[src/rtl/pz_rand_pkg.sv]
// pz_rand_pkg: Galois LFSR tap table and draw FSM state type for the hole picker.
package pz_rand_pkg;
    typedef enum logic {IDLE, DRAW} state_t;
    localparam logic [15:0] TAPS16 = 16'hB400;
    function automatic logic [31:0] lfsr_taps(input int w);
        case (w)
            8:       lfsr_taps = 32'h0000_00B8;
            9:       lfsr_taps = 32'h0000_0110;
            10:      lfsr_taps = 32'h0000_0240;
            11:      lfsr_taps = 32'h0000_0500;
            12:      lfsr_taps = 32'h0000_0829;
            13:      lfsr_taps = 32'h0000_100D;
            14:      lfsr_taps = 32'h0000_2015;
            15:      lfsr_taps = 32'h0000_6000;
            16:      lfsr_taps = {16'h0, TAPS16};
            17:      lfsr_taps = 32'h0001_2000;
            18:      lfsr_taps = 32'h0002_0400;
            19:      lfsr_taps = 32'h0004_0023;
            20:      lfsr_taps = 32'h0009_0000;
            21:      lfsr_taps = 32'h0014_0000;
            22:      lfsr_taps = 32'h0030_0000;
            23:      lfsr_taps = 32'h0042_0000;
            24:      lfsr_taps = 32'h00E1_0000;
            25:      lfsr_taps = 32'h0120_0000;
            26:      lfsr_taps = 32'h0200_0023;
            27:      lfsr_taps = 32'h0400_0013;
            28:      lfsr_taps = 32'h0900_0000;
            29:      lfsr_taps = 32'h1400_0000;
            30:      lfsr_taps = 32'h2000_0029;
            31:      lfsr_taps = 32'h4800_0000;
            32:      lfsr_taps = 32'h8020_0003;
            default: lfsr_taps = 32'h0;
        endcase
    endfunction
endpackage

[src/rtl/pz_lfsr_core.sv]
// pz_lfsr_core: free-running right-shift Galois LFSR with seed load; a zero seed becomes 1.
module pz_lfsr_core #(
    parameter int LFSR_W = 16,
    parameter logic [LFSR_W-1:0] TAPS = LFSR_W'(16'hB400),
    parameter logic [LFSR_W-1:0] SEED = LFSR_W'(1)
) (
    input  logic              clk,
    input  logic              rst,
    input  logic              load,
    input  logic [LFSR_W-1:0] load_val,
    output logic [LFSR_W-1:0] q
);
    localparam logic [LFSR_W-1:0] ONE = LFSR_W'(1);
    localparam logic [LFSR_W-1:0] SEED_FIX = SEED == '0 ? ONE : SEED;
    always_ff @(posedge clk)
        if (rst) q <= SEED_FIX;
        else if (load) q <= load_val == '0 ? ONE : load_val;
        else q <= q[0] ? (q >> 1) ^ TAPS : q >> 1;
endmodule

[src/rtl/lfsr_random_v3.sv]
// lfsr_random_v3: rejection-sampling picker of 1..N_HOLES from a free-running LFSR.
// Define PZ_RAND_NO_REPEAT_EN to forbid emitting the same value twice in a row.
module lfsr_random_v3 import pz_rand_pkg::*; #(
    parameter int LFSR_W = 16,
    parameter int N_HOLES = 3,
    parameter int MAX_TRIES = 8,
    parameter logic [LFSR_W-1:0] SEED_RST = LFSR_W'(1),
    localparam int OUT_W = $clog2(N_HOLES + 1)
) (
    input  logic              clk,
    input  logic              rst,
    input  logic              seed_load,
    input  logic [LFSR_W-1:0] seed,
    input  logic              req,
    output logic [OUT_W-1:0]  rand_num,
    output logic              rand_valid,
    output logic              busy
);
    localparam int TW = $clog2(MAX_TRIES) + 1;
    localparam logic [31:0] TAPS_ALL = lfsr_taps(LFSR_W);
    localparam logic [LFSR_W-1:0] TAPS = TAPS_ALL[LFSR_W-1:0];
    localparam logic [LFSR_W-1:0] NHW = LFSR_W'(N_HOLES);
    localparam logic [OUT_W-1:0] NH = OUT_W'(N_HOLES);
    localparam logic [TW-1:0] LAST = TW'(MAX_TRIES - 1);
    logic [LFSR_W-1:0] lfsr;
    logic [OUT_W-1:0] cand, fb, fb_sel;
    logic [TW-1:0] tries;
    logic ok;
    state_t state;
    pz_lfsr_core #(.LFSR_W(LFSR_W), .TAPS(TAPS), .SEED(SEED_RST)) u_lfsr (
        .clk(clk), .rst(rst), .load(seed_load), .load_val(seed), .q(lfsr)
    );
    assign cand = lfsr[OUT_W-1:0];
    assign fb = OUT_W'(lfsr % NHW) + OUT_W'(1);
`ifdef PZ_RAND_NO_REPEAT_EN
    assign ok = cand != '0 && 32'(cand) <= N_HOLES && cand != rand_num;
    assign fb_sel = fb != rand_num ? fb : fb == NH ? OUT_W'(1) : fb + OUT_W'(1);
`else
    assign ok = cand != '0 && 32'(cand) <= N_HOLES;
    assign fb_sel = fb;
`endif
    assign busy = state == DRAW;
    always_ff @(posedge clk)
        if (rst) begin
            state <= IDLE;
            tries <= '0;
            rand_num <= '0;
            rand_valid <= 1'b0;
        end else begin
            rand_valid <= 1'b0;
            if (state == IDLE) begin
                if (req) begin
                    state <= DRAW;
                    tries <= '0;
                end
            end else if (ok || tries == LAST) begin
                rand_num <= ok ? cand : fb_sel;
                rand_valid <= 1'b1;
                state <= IDLE;
            end else begin
                tries <= tries + TW'(1);
            end
        end
endmodule

[config.mk]
export PLATFORM = sky130hd
export DESIGN_NAME = lfsr_random_v3
export DESIGN_NICKNAME = d
export VERILOG_FILES = /design/src/rtl/pz_rand_pkg.sv /design/src/rtl/pz_lfsr_core.sv /design/src/rtl/lfsr_random_v3.sv
export SDC_FILE = /design/constraint.sdc
export NUM_CORES = 1
export LEC_CHECK = 0
export ABC_CLOCK_PERIOD_IN_PS = 6650
export BUFFER_PORTS_ARGS = -buffer_cell sky130_fd_sc_hd__buf_2
export CAP_MARGIN = 30
export CORE_MARGIN = 2
export CORE_UTILIZATION = 62
export CTS_CLUSTER_SIZE = 16
export DETAILED_ROUTE_END_ITERATION = 8
export GPL_TIMING_DRIVEN = 0
export PLACE_DENSITY = 0.94
export SYNTH_ARGS = -nofsm -noshare
export SYNTH_HDL_FRONTEND = slang
export SYNTH_SLANG_ARGS = --single-unit
[constraint.sdc]
create_clock -name clk -period 6.65 [get_ports clk]
set_input_delay 1.33 -clock clk [delete_from_list [all_inputs] [get_ports clk]]
set_output_delay 1.33 -clock clk [all_outputs]
set_load 0.01 [all_outputs]
==> results.toml <==
[outcome]
outcome = "completed"

[final_layout]
finalNetCount = 287
multi_input_area_mm2 = 0.00129
syn2layout_area_growth_pct = 10.8
fillers = 181
final_area_mm2 = 0.00207
final_common_cell = "nor2_1"
final_cell_mix = "33 x nor2_1, 25 x buf_2, 24 x dfxtp_1"
fin_cells = 294
diodes = 0
seq_area_um2 = 480
final_util_pct = 74.0
drive_gt1_share_pct = 16.0

[routing]
via_count = 1952
finalWirelength_um = 4790
drc = 0
antenna_left = 0
drtPass1Iterations = 6
avgRoutedWirePerCell_um = 16.3
viasPerCell = 6.64
drtIter0Drc = 130

[timing]
max_slew.worst_pin.slew_ps = 636
fin_skew_ps = 14.1
period_minus_slack_ps = 4550
fmax_mhz = 220
setup_viol = 0
setup_slack_ps = 2100
rsz0062_at_grt = "false"
tns_ps = 0
whs_ps = 477
drv_slew = 0
period_share_pct = 68.3
slew_headroom_pct = 57.6
hold_viol_final = 0

[synth]
synth_top_area_share_pct = 25.7
synth-edff-count = 0
ys_seq_area_share_pct = 25.7
async_flop_share_pct = 0
synth_cell_types = 57
synth_nets = 260
synth_warnings = 0
synth_seq_cells = 24
synthFlopType = "dfxtp_1"
avgSynthCellArea_um2 = 7.90
synth_area_leaders = "dfxtp_1 26%, mux2i_1 8.6%, nor2_1 6.6%, a21oi_1 3.7%, nor2b_1 3.0%"
synth_area_mm2 = 0.00187
synth_top_cell_by_area = "dfxtp_1"
syn_inst = 237

[grt]
antenna_found_initial = 0
overflow = 0
grt_first_pass_wirelength_um = 8040
grt_pass1_vias = 1822
grt_max_degree = 15
grtUsageTotal_pct = 30.4

[power]
fin_total_pwr_uw = 435
power.switching_uw = 149
power.leakage_nw = 0.850
p_clk_share_pct = 24.6
swShare_pct = 34.3
cellPowerDensity_mw_per_mm2 = 210
power_frac_comb_pct = 38.4
pwr-share-seq_pct = 36.9
p_int_uw = 286
peakVddDrop_uv = 178

[cts]
cts_buffers = 3
cts_buffer_depth = 2
cts.repair.resized = 0
insertion_delay_ps = 330
cts_tree = "yes"
postCtsSetupBuffers = 0
clkSinkCount = 24
cts_root_buf = "clkbuf_4"
clk_pin_slew_ps = 140
cts_hold_buf = 0
htreeDepth = 1

[worst_setup_path]
rr_endpoint = "rand_num[1]"
r2r_slack_ps = 2100
r2r_cells = 19
required_ps = 6910
arrival_ps = 4800
critPathTopFamily = "compound AO/OA/AOI/OAI gates"
slowest_stage = "a211oi_1"
crit_path_end_kind = "flip-flop"
critPathMaxFanout = 10
cp-startpoint = "u_lfsr.q[12]"
cp.buffers_inverters = 2
cp.depth = 19
max_stage_delay_ps = 440
worstSetupPathType = "reg -> reg"
r2r_start = "u_lfsr.q[12]"
startpoint_type = "flip-flop"
crit_chain = "buf_2 -> nor2b_1 -> a21oi_1 -> a211oi_1 -> or3_1 -> nor4b_1 -> nor3_2 -> nand2_1 -> a221oi_1 -> a22o_1 -> inv_1 -> ha_1 -> nor3_1 -> o211ai_1 -> o21ai_0 -> ha_1 -> a21oi_1 -> nand2_1 -> o32ai_1"

[floorplan]
io-pin-count = 24
die-area_mm2 = 0.00348
die_y_um = 59.0
rows = 19
start_util_pct = 66.8
die_w_um = 59.0
core_mm2 = 0.00281

[run]
max_cap_viol_count = 0

[placement]
place.gp.congestion = 0.858
dp_cells = 290
port-buffer-count = 22
dp_hpwl_um = 3390
place_ws_ps = 2220
place_area_mm2 = 0.00202

[hold_path]
worstHoldEndpoint = "rand_num[0]"
holdPathStages = 2
min_from = "rand_num[0]"
hold_path_class = "reg -> reg"
worst max-delay path by stage:
stage | end | slack (ps)
after floorplan | rand_num[1] | 2710
after global placement | rand_num[1] | 2330
after detailed placement | rand_num[1] | 2220
after CTS | rand_num[1] | 2150
after global routing | rand_num[1] | 1590
final | rand_num[1] | 2100
power groups by stage:
stage,Sequential [mW],Clock (mW),Combinational (mW)
after floorplan,0.162,0,0.127
after global placement,0.163,0,0.157
after detailed placement,0.163,0,0.162
after CTS,0.160,0.107,0.165
after global routing,0.162,0.112,0.186
final,0.161,0.107,0.167
worst reg2reg max path, cell delays in order, from the launching register on:
cell and delay, ps:
dfxtp_1 370, buf_2 230, nor2b_1 270, a21oi_1 110, a211oi_1 440, or3_1 240, nor4b_1 80, nor3_2 340
nand2_1 220, a221oi_1 330, a22o_1 260, inv_1 100, ha_1 210, nor3_1 310, o211ai_1 140, o21ai_0 110
ha_1 290, a21oi_1 140, nand2_1 70, o32ai_1 240
cell usage after synthesis (all sizes together) (6+ instances only):
cell type and count:
nor2 33, dfxtp 24, mux2i 16, a21oi 14
nand2 11, o21ai 11, clkbuf 9, nor2b 9
nand2b 7, nor3 7, buf 6, inv 6
xnor2 6
cell type report:
cell class              instances  share of cell area [%]
well taps                      31                    1.87
inverters                       6                    1.09
repair buffers                 22                    5.31
flip-flops and latches         24                    23.2
clock inverters                 1                    1.45
clock buffers                   3                    1.09
plain buffers                  15                    3.80
multi-input cells             192                    62.2
routing by layer:
| layer | global-route usage, % | vias up | wire (µm) | share of wire [%] |
|---|---|---|---|---|
| met3 | 2.86 | 24 | 308 | 6.4 |
| li1 | - | 941 | - | - |
| met5 | 0 | - | 0 | 0 |
| met2 | 51.0 | 89 | 2220 | 46 |
| met4 | 15.6 | 0 | 202 | 4.2 |
| met1 | 38.6 | 898 | 2060 | 43 |
kinds of logic (layout without fill, tap and decap cells):
logic type      count (synthesis)  count (layout)  share of synthesized area, %
simple gates                  105             105                          31.6
compound gates                 61              61                          23.5
flops                          24              24                          25.7
buf+inv                        21              47                          5.41
mux                            16              16                          8.55
xor+xnor                        7               7                          3.27
fa+ha+maj                       3               3                          2.00
registers in the layout (all words and copies together) (netlist names):
signal / flops
rand_valid: 1
tries: 4
u_lfsr.q: 16
busy: 1
rand_num: 2
No activity file was read; power rests on OpenSTA's default activity.
